===== config.mk =====
export PLATFORM = sky130hd
export DESIGN_NAME = instruction_memory_loader
export DESIGN_NICKNAME = d
export VERILOG_FILES = /design/src/rtl/instruction_memory_loader.sv
export SDC_FILE = /design/constraint.sdc
export NUM_CORES = 1
export LEC_CHECK = 0
export CORE_ASPECT_RATIO = 1.4
export CORE_MARGIN = 1.5
export CORE_UTILIZATION = 40
export DETAILED_ROUTE_END_ITERATION = 7
export PLACE_DENSITY = 0.77
export SYNTH_ARGS = -nofsm -noshare
export SYNTH_HDL_FRONTEND = slang
export SYNTH_SLANG_ARGS = --single-unit

===== constraint.sdc =====
create_clock -name clk -period 2.3 [get_ports clk]
set_input_delay 0.69 -clock clk [delete_from_list [all_inputs] [get_ports clk]]
set_output_delay 0.69 -clock clk [all_outputs]
set_load 0.01 [all_outputs]

===== src/rtl/instruction_memory_loader.sv =====
// instruction_memory_loader
// Packs one MIPS instruction, given as R-format fields, into a 32-bit word
// and writes it big-endian into the byte-wide instruction store, one byte
// per clock. Byte k of the word (k=0 is the most-significant byte) lands at
// write_address+k, matching the byte order the fetch path reads back.
//
// Optional build macro: INSTMEM_LOADER_VERIFY_EN
//   When defined, a 4-cycle VERIFY pass reads the four bytes back through
//   mem_rdata before done is raised. A read-back mismatch ends the
//   transaction with err instead of done.
module instruction_memory_loader #(
  parameter int DEPTH = 32,
  parameter int CNT_W = 6
) (
  input  logic             clk,
  input  logic             reset_n,
  input  logic             in_valid,
  output logic             in_ready,
  input  logic [5:0]       op,
  input  logic [4:0]       rs,
  input  logic [4:0]       rt,
  input  logic [4:0]       rd,
  input  logic [4:0]       shamt,
  input  logic [5:0]       func,
  input  logic [31:0]      write_address,
  output logic             mem_we,
  output logic [31:0]      mem_addr,
  output logic [7:0]       mem_wdata,
  input  logic [7:0]       mem_rdata,
  output logic             done,
  output logic             err,
  output logic [CNT_W-1:0] loaded_count
);

  // Highest base address whose four bytes still fit inside the store.
  localparam logic [31:0] MAX_BASE = 32'(DEPTH - 4);
  localparam logic [CNT_W-1:0] COUNT_MAX = {CNT_W{1'b1}};

`ifdef INSTMEM_LOADER_VERIFY_EN
  typedef enum logic [2:0] {IDLE, WRITE, VERIFY, DONE, ERR} state_t;
`else
  typedef enum logic [1:0] {IDLE, WRITE, DONE, ERR} state_t;
`endif

  state_t      state_reg;
  logic [31:0] word_reg;
  logic [31:0] base_reg;
  logic [1:0]  idx_reg;
  logic [31:0] packed_word;
  logic [1:0]  idx_next;

  assign packed_word = {op, rs, rt, rd, shamt, func};
  assign idx_next    = idx_reg + 2'd1;

  // Big-endian byte selection: index 0 is bits 31:24.
  function automatic logic [7:0] byte_sel(input logic [31:0] w, input logic [1:0] k);
    logic [7:0] b;
    case (k)
      2'd0:    b = w[31:24];
      2'd1:    b = w[23:16];
      2'd2:    b = w[15:8];
      default: b = w[7:0];
    endcase
    return b;
  endfunction

`ifdef INSTMEM_LOADER_VERIFY_EN
  logic verify_bad_reg;
  logic rdata_bad;

  // Read-back of the byte currently addressed differs from what was written.
  assign rdata_bad = (mem_rdata != byte_sel(word_reg, idx_reg));
`else
  // Read data only matters for the read-back pass.
  logic unused_rdata;
  assign unused_rdata = ^mem_rdata;
`endif

  // Loader FSM: all outputs are registered and updated alongside the state.
  always_ff @(posedge clk or negedge reset_n) begin
    if (!reset_n) begin
      state_reg    <= IDLE;
      word_reg     <= '0;
      base_reg     <= '0;
      idx_reg      <= '0;
      in_ready     <= 1'b1;
      mem_we       <= 1'b0;
      mem_addr     <= '0;
      mem_wdata    <= '0;
      done         <= 1'b0;
      err          <= 1'b0;
      loaded_count <= '0;
`ifdef INSTMEM_LOADER_VERIFY_EN
      verify_bad_reg <= 1'b0;
`endif
    end else begin
      done <= 1'b0;
      err  <= 1'b0;
      case (state_reg)
        IDLE: begin
          if (in_valid) begin
            word_reg <= packed_word;
            base_reg <= write_address;
            idx_reg  <= 2'd0;
            in_ready <= 1'b0;
            if (write_address > MAX_BASE) begin
              // Word would run past the end of the store: reject, no writes.
              state_reg <= ERR;
              err       <= 1'b1;
            end else begin
              state_reg <= WRITE;
              mem_we    <= 1'b1;
              mem_addr  <= write_address;
              mem_wdata <= packed_word[31:24];
            end
          end
        end

        WRITE: begin
          if (idx_reg == 2'd3) begin
            mem_we <= 1'b0;
`ifdef INSTMEM_LOADER_VERIFY_EN
            state_reg      <= VERIFY;
            idx_reg        <= 2'd0;
            mem_addr       <= base_reg;
            verify_bad_reg <= 1'b0;
`else
            state_reg <= DONE;
            done      <= 1'b1;
            if (loaded_count != COUNT_MAX) begin
              loaded_count <= loaded_count + CNT_W'(1);
            end
`endif
          end else begin
            idx_reg   <= idx_next;
            mem_addr  <= base_reg + {30'd0, idx_next};
            mem_wdata <= byte_sel(word_reg, idx_next);
          end
        end

`ifdef INSTMEM_LOADER_VERIFY_EN
        VERIFY: begin
          // All four bytes are always read so the outcome has fixed latency.
          if (idx_reg == 2'd3) begin
            if (verify_bad_reg || rdata_bad) begin
              state_reg <= ERR;
              err       <= 1'b1;
            end else begin
              state_reg <= DONE;
              done      <= 1'b1;
              if (loaded_count != COUNT_MAX) begin
                loaded_count <= loaded_count + CNT_W'(1);
              end
            end
          end else begin
            idx_reg        <= idx_next;
            mem_addr       <= base_reg + {30'd0, idx_next};
            verify_bad_reg <= verify_bad_reg | rdata_bad;
          end
        end
`endif

        DONE: begin
          state_reg <= IDLE;
          in_ready  <= 1'b1;
        end

        ERR: begin
          state_reg <= IDLE;
          in_ready  <= 1'b1;
        end

        default: begin
          state_reg <= IDLE;
          in_ready  <= 1'b1;
          mem_we    <= 1'b0;
        end
      endcase
    end
  end

endmodule


**After elaboration in Yosys (flattened, before gate mapping)**

Index checks and enable logic that the tools add are counted.

- $add $sub $neg: 3
- $lt $le $gt $ge: 1
- Equality and inequality tests: 11
- Muxes and demuxes: 27
- Reductions and logical operators: 12

Operators by type and width:

| operator | number |
|---|---|
| 2-to-1 mux 32 bit | 3 |
| one-hot mux 32 bit (2 select lines) | 1 |
| adder 32 x 2 -> 32 bit | 1 |
| > comparator 32 x 5 -> 1 bit (second input constant) | 1 |
| 2-to-1 mux 8 bit | 3 |
| one-hot mux 8 bit (3 select lines) | 1 |
| one-hot mux 8 bit (2 select lines) | 1 |
| 2-to-1 mux 2 bit | 5 |
| 2-to-1 mux 1 bit | 9 |
| equality test 2 bit (second input constant) | 4 |
| inequality test 2 bit (second input constant) | 4 |
| AND reduction 4 bit | 2 |
| adder 6 x 1 -> 6 bit (second input constant) | 1 |
| inequality test 6 bit (second input constant) | 1 |
| one-hot mux 2 bit (3 select lines) | 1 |
| AND reduction 2 bit | 3 |
| AND reduction 3 bit | 2 |
| equality test 2 x 1 -> 1 bit (second input constant) | 2 |
| logical NOT 2 bit | 2 |
| one-hot mux 1 bit (2 select lines) | 2 |
| one-hot mux 2 bit (2 select lines) | 1 |
| nonzero test 2 bit | 2 |
| adder 2 x 1 -> 2 bit (second input constant) | 1 |
| OR reduction 2 bit | 1 |

- Register bits after elaboration: 118
- Input port bits: 75
- Output and inout port bits: 50
- Logic and storage cells: 65

**Longest topological paths before layout**

- Depth after elaboration: 5
- Mapped depth: 9
- Mapped depth without buffers: 8

**Worst setup path before layout**

OpenSTA, ideal clock, no wires.

- Kind: register -> register
- Start point: register idx_reg[0]
- End point: register mem_addr[16]
- Setup time: 128 ps
- Arrival: 2,234 ps
- Data required time: 2,172 ps
- Setup slack: -61 ps
- Cell stages (with the launch flop): 10
- Path buffers: 1
- Period minus slack after synthesis: 2,361 ps
- Cells stage by stage: dfrtp_1 > inv_1 > ha_1 > fa_1 > and3_1 > nand4bb_1 > buf_2 > or3_1 > a31oi_1 > mux2_1

- Longest elaborated chain between the ends: 4
- Elaborated cells between the ends (all ways): 7
- Classes of those cells: add/sub: 2; eq/ne: 2; mux: 2; reduce/logical: 1

Ends and longest elaborated chain:

| what | RTL line | source |
|---|---|---|
| start: declaration | 48 | `logic [1:0] idx_reg;` |
| start signal: assignment | 135 | `idx_reg <= idx_next;` |
| adder 2 x 1 -> 2 bit | 53 | `assign idx_next = idx_reg + 2'd1;` |
| adder 32 x 2 -> 32 bit | 136 | `mem_addr <= base_reg + {30'd0, idx_next};` |
| 2-to-1 mux 32 bit | 120 | `if (idx_reg == 2'd3) begin` |
| one-hot mux 32 bit (2 select lines) | 99 | `case (state_reg)` |
| end signal: assignment | 113 | `mem_addr <= write_address;` |
| end signal: assignment | 136 |  |
| end: declaration | 27 | `output logic [31:0] mem_addr,` |

Several ways; a longest one is shown, not always the timed one. The select of a mux whose other input is x is not followed.
A chain may end at the register's enable or synchronous reset.

**Worst setup path in the final report**

- Start point: input port write_address[8]
- End point: register mem_addr[11]

- Longest elaborated chain between the ends: 3

Ends and longest elaborated chain:

| what | RTL line | source |
|---|---|---|
| start: declaration | 25 | `input logic [31:0] write_address,` |
| > comparator 32 x 5 -> 1 bit | 106 | `if (write_address > MAX_BASE) begin` |
| inequality test 2 bit (no source line) | n/a |  |
| AND reduction 4 bit (no source line) | n/a |  |

No other way between the ends.

==> results.md <==
- Status: complete, but fails checks
- Failing checks: negative setup slack
- Power share of the clock group: 21.5%
- Final ANT Viol Nets: 0
- Clk_lat worst skew: 420 ps
- Vias per cell: 5.53
- Logic pwr share: 45.8%
- Power Density: 1430 nW/um2
- Max-cap violations: 0
- Top delay family on crit path: buffers and inverters
- Most common cell after layout, fill and taps aside: dfrtp_1
- Via Count: 4767
- Seq cells post-synth: 118
- Total grt overflow: 0
- Pre-antenna DRT Iters: 5
- Sw Share: 36.1%
- Final setup fails: 4
- Largest fanout on the critical path: 6
- RSZ-0062 raised after global routing: yes
- Initial Util: 40.8%
- Post-synth EDFFs: 0
- Bufs on Longest Clock Path: 2
- Final Max Tran Viols: 0
- Cell count after synthesis: 503
- Complex-gate fraction of the synthesized area: 9.93%
- CTS tree: built
- Pint: 7700 uW
- Avg Synthesized Cell Area: 11.3 um2
- Setup ws final: -22.4 ps
- Final Cycle Share: 101%
- Starting DRT DRC Count: 348
- Setup Skew: 17.0 ps
- Hold Path Class: in2async
- Most used DFF post-synth: dfrtp_1
- Share of async-settable or async-resettable flops after synthesis: 100%
- # port buffers: 116
- Post-Synth XOR/XNOR Area: 4.01%
- Worst R2R Setup Slack: 10 ps
- WP data required: 2630 ps
- GRT Util Overall: 22.0%
- Synth Net Count: 587
- P&R area growth vs syn: 48.8%
- WL/cell: 19.3 um
- Pre-CTS setup slack: -767 ps
- Cell accounting for the most synthesized area: dfrtp_1
- Fill count: 1093
- Die extent in x: 104 um
- Worst-path clk slew: 60 ps
- Most frequent cells in the layout: dfrtp_1 (117), clkdlybuf4s50_1 (94), mux2_2 (62)
- P_sw: 4350 uW
- H-tree lvl count: 4
- CP Buf/Inv Count: 3
- Worst Tran Pin Value: 616 ps
- CTS Sinks: 118
- Fmax: 431 MHz
- Die Ht: 144 um
- Crit-path cells: clkdlybuf4s50_1 -> nor3_1 -> nand3_4 -> o41a_4 -> buf_12 -> buf_16 -> o31ai_4
- Crit path kind: in2reg
- Largest net degree at the start of global routing: 45
- Leak Pwr: 0.00356 uW
- Slew margin rel.: 58.9%
- CP max stage cell: o41a_4
- Post-synthesis mux area share: 15.7%
- Final hold vios: 0
- DRC: 0
- Core Box Area: 13900 um2
- DIE AREA: 14900 um2
- CTS root buffer: clkbuf_16
- Fraction of layout cells with a size suffix above 1: 29.7%
- Min cycle time layout: 2320 ps
- Crit path capture type: flop
- Top post-synthesis cells by area: dfrtp_1 (52%), mux2_2 (12%), xnor2_1 (3.7%)
- Io pins: 125
- Post-synth top area share: 51.6%
- VDD IR-drop max: 720 uV
- DP HPWL: 11.0 mm
- Cell area after synthesis: 5670 um2
- Row count: 51
- First-pass GRT wire length: 25.5 mm
- CTS buffer count: 17
- Simple-gate share of the synthesized area: 13.0%
- Largest family of logic cells by synthesized area: multiplexers
- Register area share after synthesis: 52.1%
- Sequential fraction of design power: 32.7%
- Final GP Congestion: 0.822
- Adder-cell share of the synthesized area: 2.12%
- Hold Buf Count CTS: 0
- # nets final: 748
- Unique masters post-synth: 45
- Setup crit start kind: primary input
- Final WL: 16.7 mm
- Initial antenna violation count: 0
- Syn. warnings: 0
- WP data arrival: 2650 ps
- Vias in the first global route: 5019
- CP max stage delay: 450 ps
- Sum Neg Setup Slack: -58.5 ps
- Diodes inserted: 0
## power groups by stage
stage | Combinational (uW) | Clock [uW] | Sequential (uW)
6_report | 5520 | 2590 | 3940
5_1_grt | 5940 | 2710 | 4040
4_1_cts | 5060 | 2600 | 3890
3_5_place_dp | 4700 | 0 | 3910
3_3_place_gp | 4520 | 0 | 3820
2_1_floorplan | 2710 | 0 | 3850
## per-layer routing
layer / vias up / track usage, % / share of wire (%)
met5: - / 0 / 0
met4: 0 / 9.80 / 3.1
met3: 44 / 4.22 / 3.8
met2: 171 / 41.4 / 56
met1: 2404 / 24.0 / 37
li1: 2148 / - / -
## timing repair
action | 4_1_cts | 5_1_grt
endpoints found under the setup margin | 40 | 40
gates cloned | 2 | 3
buffers inserted | 1 | 2
pin swaps | 8 | 17
gates resized for setup | 36 | 47
## kinds of logic after synthesis
| group | after synthesis |
|---|---|
| AO/OA/AOI/OAI | 87 |
| XOR/XNOR | 26 |
| adder cells (fa/ha/maj) | 9 |
| buffers and inverters | 40 |
| flip-flops | 118 |
| multiplexers | 80 |
| AND/OR/NAND/NOR | 143 |
## synthesized netlist by cell type (3+ instances only)
| cell | number |
|---|---|
| clkbuf_1 | 15 |
| nor4_1 | 10 |
| nor3b_1 | 3 |
| xnor2_1 | 24 |
| o31ai_1 | 10 |
| dfrtp_1 | 117 |
| and4_1 | 3 |
| a222oi_1 | 8 |
| a311oi_1 | 7 |
| nand4_1 | 8 |
| mux2_2 | 62 |
| o21ai_0 | 24 |
| mux2i_1 | 9 |
| inv_1 | 9 |
| a21o_1 | 7 |
| a21oi_1 | 12 |
| nand2_1 | 54 |
| mux2_1 | 9 |
| nor3_1 | 7 |
| and3_1 | 6 |
| o21ai_1 | 14 |
| buf_2 | 11 |
| ha_1 | 8 |
| nor2_1 | 26 |
| or3_1 | 6 |
| nand3_1 | 10 |
## path summary, 6_finish.rpt
kind / startpoint / end / cells after the start
setup / recovery: write_address[8] / mem_addr[11]$_DFFE_PN0P_ / 7
hold / removal: reset_n / word_reg[0]$_DFFE_PN0P_ / 1
setup reg to reg: idx_reg[0]$_DFFE_PN0P_ / mem_addr[17]$_DFFE_PN0P_ / 9
hold reg to reg: mem_addr[5]$_DFFE_PN0P_ / mem_addr[5]$_DFFE_PN0P_ / 2
max in group asynchronous: reset_n / done$_DFF_PN0_ / 2
min in group clk: mem_addr[5]$_DFFE_PN0P_ / mem_addr[5]$_DFFE_PN0P_ / 2
## stage by stage
step	hold WS [ps]	utilization, %	std cells	power [uW]	cell area, um2
3_3_place_gp	462	53.3	823	8340	7410
6_report	221	60.7	862	12000	8440
4_1_cts	229	58.7	857	11600	8170
2_1_floorplan	394	-	503	6560	5690
5_1_grt	254	60.7	862	12700	8440
3_5_place_dp	466	53.3	823	8610	7410
## final cells by class
type	instances	area, um2	area share (%)
Tap cell	185	231	2.74
Timing Repair Buffer	173	1810	21.4
Sequential cell	118	2950	35.0
Clock inverter	13	131	1.56
Inverter	9	33.8	0.400
Clock buffer	19	453	5.37
Multi-Input combinational cell	345	2830	33.5
Note: power is estimated with default switching activity, not from simulation.
